### config.mk
export PLATFORM = sky130hd
export DESIGN_NAME = plab5_mcore_net_req_inject_queue
export DESIGN_NICKNAME = d
export VERILOG_FILES = /design/src/rtl/plab5_mcore_net_req_inject_queue_pkg.sv /design/src/rtl/plab5_mcore_net_req_inject_queue_ctrl.sv /design/src/rtl/plab5_mcore_net_req_inject_queue.sv
export SDC_FILE = /design/constraint.sdc
export NUM_CORES = 1
export LEC_CHECK = 0
export CORE_MARGIN = 3
export CORE_UTILIZATION = 51
export CTS_CLUSTER_SIZE = 28
export DETAILED_ROUTE_END_ITERATION = 7
export GPL_TIMING_DRIVEN = 0
export PLACE_DENSITY_LB_ADDON = 0.3
export SYNTH_ARGS = -nofsm -noshare
export SYNTH_HDL_FRONTEND = slang
export SYNTH_HIERARCHICAL = 1
export SYNTH_SLANG_ARGS = --single-unit
### constraint.sdc
create_clock -name clk -period 6.3 [get_ports clk]
set_input_delay 1.26 -clock clk [delete_from_list [all_inputs] [get_ports clk]]
set_output_delay 1.26 -clock clk [all_outputs]
set_load 0.02 [all_outputs]
### src/rtl/plab5_mcore_net_req_inject_queue_pkg.sv
// Shared definitions for the domain-aware request injection queue:
// FSM state encodings and the location of the domain bit in the control field.
package plab5_mcore_net_req_inject_queue_pkg;

    typedef enum logic [1:0] {
        ST_RUN   = 2'd0,
        ST_DRAIN = 2'd1,
        ST_SCRUB = 2'd2
    } inject_state_e;

    // The request domain bit is carried in the MSB of the control message.
    function automatic int unsigned ctrl_domain_pos(input int unsigned ctrl_nbits);
        return ctrl_nbits - 1;
    endfunction

endpackage

### src/rtl/plab5_mcore_net_req_inject_queue_ctrl.sv
// Control half of the injection queue: pointers, occupancy, the
// RUN/DRAIN/SCRUB domain-change sequencer and the handshake decode.
module plab5_mcore_net_req_inject_queue_ctrl
    import plab5_mcore_net_req_inject_queue_pkg::*;
#(
    parameter  int p_num_entries = 2,
    localparam int c_addr_nbits  = $clog2(p_num_entries)
) (
    input  logic                    clk,
    input  logic                    reset,
    input  logic                    domain,
    input  logic                    in_val,
    output logic                    in_rdy,
    output logic                    out_val,
    input  logic                    out_rdy,
    output logic                    wr_en,
    output logic [c_addr_nbits-1:0] wr_addr,
    output logic [c_addr_nbits-1:0] rd_addr,
    output logic                    scrub,
    output logic                    q_domain,
    output logic                    drain_busy
);

    localparam logic [c_addr_nbits:0]   c_depth   = (c_addr_nbits+1)'(p_num_entries);
    localparam logic [c_addr_nbits:0]   c_cnt_one = (c_addr_nbits+1)'(1);
    localparam logic [c_addr_nbits-1:0] c_ptr_one = c_addr_nbits'(1);

    inject_state_e             state_q, state_d;
    logic [c_addr_nbits-1:0]   head_q, head_d;
    logic [c_addr_nbits-1:0]   tail_q, tail_d;
    logic [c_addr_nbits:0]     count_q, count_d;
    logic                      q_domain_q, q_domain_d;
    logic                      enq;
    logic                      deq;
    logic                      empty;

    assign empty   = (count_q == '0);
    // in_rdy is gated by reset so nothing is accepted while it is held low.
    assign in_rdy  = reset && (state_q == ST_RUN) && (count_q < c_depth)
                     && (empty || (domain == q_domain_q));
    assign out_val = !empty && (state_q != ST_SCRUB);
    assign enq     = in_val && in_rdy;
    assign deq     = out_val && out_rdy;

    always_comb begin
        state_d    = state_q;
        head_d     = head_q;
        tail_d     = tail_q;
        count_d    = count_q;
        q_domain_d = q_domain_q;

        if (enq) tail_d = tail_q + c_ptr_one;
        if (deq) head_d = head_q + c_ptr_one;

        case ({enq, deq})
            2'b10:   count_d = count_q + c_cnt_one;
            2'b01:   count_d = count_q - c_cnt_one;
            default: count_d = count_q;
        endcase

        case (state_q)
            ST_RUN: begin
                if (enq && empty) q_domain_d = domain;
                if (!empty && (domain != q_domain_q)) state_d = ST_DRAIN;
            end
            ST_DRAIN: begin
                // Drain always runs to completion, even if the domain flips back.
                if (count_d == '0) state_d = ST_SCRUB;
            end
            ST_SCRUB: begin
                q_domain_d = domain;
                head_d     = '0;
                tail_d     = '0;
                state_d    = ST_RUN;
            end
            default: state_d = ST_RUN;
        endcase
    end

    always_ff @(posedge clk) begin
        if (!reset) begin
            state_q    <= ST_RUN;
            head_q     <= '0;
            tail_q     <= '0;
            count_q    <= '0;
            q_domain_q <= 1'b0;
        end else begin
            state_q    <= state_d;
            head_q     <= head_d;
            tail_q     <= tail_d;
            count_q    <= count_d;
            q_domain_q <= q_domain_d;
        end
    end

    assign wr_en      = enq;
    assign wr_addr    = tail_q;
    assign rd_addr    = head_q;
    assign scrub      = (state_q == ST_SCRUB);
    assign q_domain   = q_domain_q;
    assign drain_busy = (state_q != ST_RUN);

endmodule

### src/rtl/plab5_mcore_net_req_inject_queue.sv
// Domain-aware injection queue feeding the request-network router; owns the
// entry storage and head-of-queue output muxing.
module plab5_mcore_net_req_inject_queue
    import plab5_mcore_net_req_inject_queue_pkg::*;
#(
    parameter  int p_num_entries = 2,
    parameter  int p_ctrl_nbits  = 44,
    parameter  int p_data_nbits  = 32,
    localparam int c_addr_nbits  = $clog2(p_num_entries)
) (
    input  logic                    clk,
    input  logic                    reset,
    input  logic                    domain,
    input  logic                    in_val,
    output logic                    in_rdy,
    input  logic [p_ctrl_nbits-1:0] in_msg_control,
    input  logic [p_data_nbits-1:0] in_msg_data,
    output logic                    out_val,
    input  logic                    out_rdy,
    output logic [p_ctrl_nbits-1:0] out_msg_control,
    output logic [p_data_nbits-1:0] out_msg_data,
    output logic                    out_domain,
    output logic                    drain_busy
);

    logic [p_ctrl_nbits-1:0] ctrl_mem_q [p_num_entries];
    logic [p_data_nbits-1:0] data_mem_q [p_num_entries];

    logic                    wr_en;
    logic [c_addr_nbits-1:0] wr_addr;
    logic [c_addr_nbits-1:0] rd_addr;
    logic                    scrub;

    plab5_mcore_net_req_inject_queue_ctrl #(
        .p_num_entries (p_num_entries)
    ) u_ctrl (
        .clk        (clk),
        .reset      (reset),
        .domain     (domain),
        .in_val     (in_val),
        .in_rdy     (in_rdy),
        .out_val    (out_val),
        .out_rdy    (out_rdy),
        .wr_en      (wr_en),
        .wr_addr    (wr_addr),
        .rd_addr    (rd_addr),
        .scrub      (scrub),
        .q_domain   (out_domain),
        .drain_busy (drain_busy)
    );

    // Scrub and write never coincide: in_rdy is low outside RUN.
    always_ff @(posedge clk) begin
        if (!reset) begin
            for (int i = 0; i < p_num_entries; i++) begin
                ctrl_mem_q[i] <= '0;
                data_mem_q[i] <= '0;
            end
        end else if (scrub) begin
            for (int i = 0; i < p_num_entries; i++) begin
                data_mem_q[i] <= '0;
            end
        end else if (wr_en) begin
            ctrl_mem_q[wr_addr] <= in_msg_control;
            data_mem_q[wr_addr] <= in_msg_data;
        end
    end

    // Head entry is only exposed while valid so no stale payload leaks out.
    assign out_msg_control = out_val ? ctrl_mem_q[rd_addr] : '0;
    assign out_msg_data    = out_val ? data_mem_q[rd_addr] : '0;

endmodule
==> flow_summary.toml, run 1 <==
[detailed_routing]
drc = 0
via_per_inst = 5.09
drt-initial-drc-count = 231
first_pass_iters = 4
postRouteAntennaNets = 0
via_count = 4690
wirelength_microns = 16100
wl_per_cell_microns = 17.4

[synth]
ys.flop_type = "edfxtp_1"
synth_area_leader_cell = "edfxtp_1"
synth.avg_cell_area_sq_um = 13.7
syn_area_sq_mm = 0.00746
netlist.area_leader.share_pct = 61.2
synth_fp_nets = 627
synth_seq_cells = 159
synth-async-reset-ratio_pct = 0
seq_area_frac_synth_pct = 63.1
synth_cell_types = 35
yosysWarningCount = 6
synth_edf_count = 152
synth.area.top_cells = "edfxtp_1, and2_1, mux2i_1, nor2b_1, dfxtp_1"
synthCells = 545

[grt]
gr-total-overflow = 0
track_usage_pct = 20.2
antenna_found_initial = 0
grt_max_degree = 29
grt_pass1_vias = 4913
grt_pass1_wl_microns = 25000

[worst_hold_path]
hold_path_class = "reg -> reg"
min_delay_path_depth = 2
hp-start = "u_ctrl/q_domain$_SDFFE_PN0P_"
whs_endpoint = "u_ctrl/q_domain$_SDFFE_PN0P_"

[worst_setup_path]
regToRegStartpoint = "u_ctrl/state_q[0]$_SDFFE_PN0P_"
crit_type = "reg -> out"
r2r_cells = 8
worstSetupEndpointType = "output port"
reg2reg_to = "u_ctrl/state_q[0]$_SDFFE_PN0P_"
cp_max_fo = 10
cp.required_ns = 5.04
r2r_setup_slack_ns = 3.64
start_kind = "register"
cp_data_arrival_time_ns = 3.50

[sta]
fmax_mhz = 210
rsz0062_at_grt = "false"
final-setup-viol-count = 0
worstMarginPinSlew_ns = 0.770
drv_slew = 0
maxSlewHeadroom_pct = 48.5
period_share_pct = 75.6
min_period_ns = 4.76
final_hold_viol_count = 0
fin_skew_ns = 0.00787

[clock_network]
cts-root-buf = "clkbuf_16"
clock_sinks = 159
holdBufCountCts = 0
cts_tree = "yes"
htreeDepth = 4
path_clk_slew_ns = 0.06
clk_latency_ns = 0.41
numCtsBuffers = 17
post-cts-setup-buffers = 0
cts.path.max_buffers = 2
cts_resized = 0

[die]
fp-row-count = 43
die_h_microns = 127
die_x_microns = 127
initial_core_util_pct = 52.9
core-area_sq_mm = 0.0141
fp.dieArea_sq_mm = 0.0161
io_pins = 161

[finish]
fin_area_sq_mm = 0.0100
drive_above_1_share_pct = 8.50
syn_to_final_growth_pct = 34.4
final_nets = 810
seqCellArea_sq_mm = 0.00470
fill_cells = 971
antenna_cells = 0
multi_input_area_sq_mm = 0.00254

[pwr]
ir_drop_v = 0.000218
p_total_mw = 4.07
leakagePower_nw = 3.61
power_density_mw_per_mm2 = 406

[placed_design]
placed_area_sq_mm = 0.00942
gp_congestion = 0.755
dp_hpwl_microns = 11000
port-buffer-count = 160

[flow_run]
maxCapViolations = 0

[run_status]
status = "finished, final reports clean"
[cell usage after synthesis (2+ instances only)]
cell	count
and2_1	153
and3_1	2
buf_2	2
buf_4	8
buf_6	10
clkbuf_1	11
clkbuf_2	4
dfxtp_1	7
edfxtp_1	152
inv_1	5
mux2i_1	78
nand2_1	2
nand2b_1	4
nand3b_1	2
nor2_1	2
nor2b_1	77
o21ai_0	6
xnor2_1	3
[flip-flops by register name (all words and copies together) (netlist names)]
register and cells:
u_ctrl/q_domain 1, u_ctrl/state_q 2, u_ctrl/rd_addr 1, u_ctrl/wr_addr 1, u_ctrl/count_q 2, ctrl_mem_q 88, data_mem_q 64
[worst max-delay path by stage]
stage,slack [ns],to,depth (start not counted),from
after floorplan,0.67,ctrl_mem_q[0][0]$_SDFFCE_PN0P_,6,reset
after global routing,1.31,out_msg_data[0],7,u_ctrl/state_q[0]$_SDFFE_PN0P_
after detailed placement,1.84,in_rdy,5,reset
after global placement,-1.76,ctrl_mem_q[1][35]$_SDFFCE_PN0P_,7,reset
final,1.54,out_msg_data[0],7,u_ctrl/state_q[0]$_SDFFE_PN0P_
after CTS,1.54,out_msg_data[0],7,u_ctrl/state_q[0]$_SDFFE_PN0P_
[critical path: stages, from the launching register on]
cell and delay, ns:
dfxtp_1 0.42, nand2b_1 0.18, inv_1 0.10, nor2_1 0.59, clkbuf_1 0.52, clkbuf_1 0.38, nor2b_1 0.25, clkdlybuf4s50_1 0.63
[metal layers]
layer	vias to the layer above	global-route usage, %	routed length (microns)
li1	2263	-	-
met1	2280	25.1	6670
met2	133	34.5	8350
met3	14	4.84	842
met4	0	7.07	198
met5	-	0	0
[final cells by class]
cell class | instances | share of cell area [%]
Inverter | 5 | 0.187
Sequential cell | 159 | 46.9
Clock buffer | 20 | 4.36
Multi-Input combinational cell | 346 | 25.3
Clock inverter | 12 | 1.67
Tap cell | 180 | 2.25
Buffer | 35 | 2.43
Timing Repair Buffer | 164 | 16.9
[logic make-up (layout without fill, tap and decap cells)]
group	count (synthesis)	count (layout)	share of synthesized area, %
XOR/XNOR	3	3	0.352
adder cells (fa/ha/maj)	1	1	0.168
flip-flops	159	159	63.1
AND/OR/NAND/NOR	251	251	21.3
buffers and inverters	40	236	3.52
AO/OA/AOI/OAI	13	13	1.12
multiplexers	78	78	10.5
[cell usage in the layout, fill, tap and decap left out, drive strengths merged, types with 3 or more instances in the layout]
cell and instances:
inv 5, clkdlybuf4s50 160, buf 24, clkbuf 35
o21ai 6, dfxtp 7, bufinv 4, nand2b 4
clkinv 6, and2 153, mux2i 78, xnor2 3
nor2b 77, edfxtp 152
[stage by stage]
stage / hold WS [ns] / std cells / utilization, % / worst slack [ns] / setup TNS [ns]
after floorplan: 0.457 / 545 / - / 0.668 / 0
after detailed placement: 0.517 / 889 / 66.8 / 1.84 / 0
after CTS: 0.525 / 921 / 71.1 / 1.54 / 0
after global placement: 0.487 / 885 / 65.9 / -1.76 / -181.12
final: 0.519 / 921 / 71.1 / 1.54 / 0
after global routing: 0.572 / 921 / 71.1 / 1.31 / 0
[power by group]
part	internal, mW	switching, mW	total, mW
Combinational	0.751	0.817	1.57
Clock	0.659	0.391	1.05
Sequential	1.38	0.0666	1.45
Total	2.79	1.27	4.07
Power figures use the tool's default switching activity.
==> run 2: changes to the inputs <==
clock period = 4.9 ns   (was 6.3 ns; I/O delays follow)
==> results of run 2 <==
The final DEF is identical to that of run 1. Status: finished, final reports clean.
Among the figures that moved: setup slack after placement 1.84 ns -> 0.925 ns; setup slack after layout 1.54 ns -> 0.417 ns; register-to-register setup slack 3.64 ns -> 2.24 ns; total power 4.07 mW -> 5.23 mW; worst IR drop on VDD 0.000218 V -> 0.000281 V
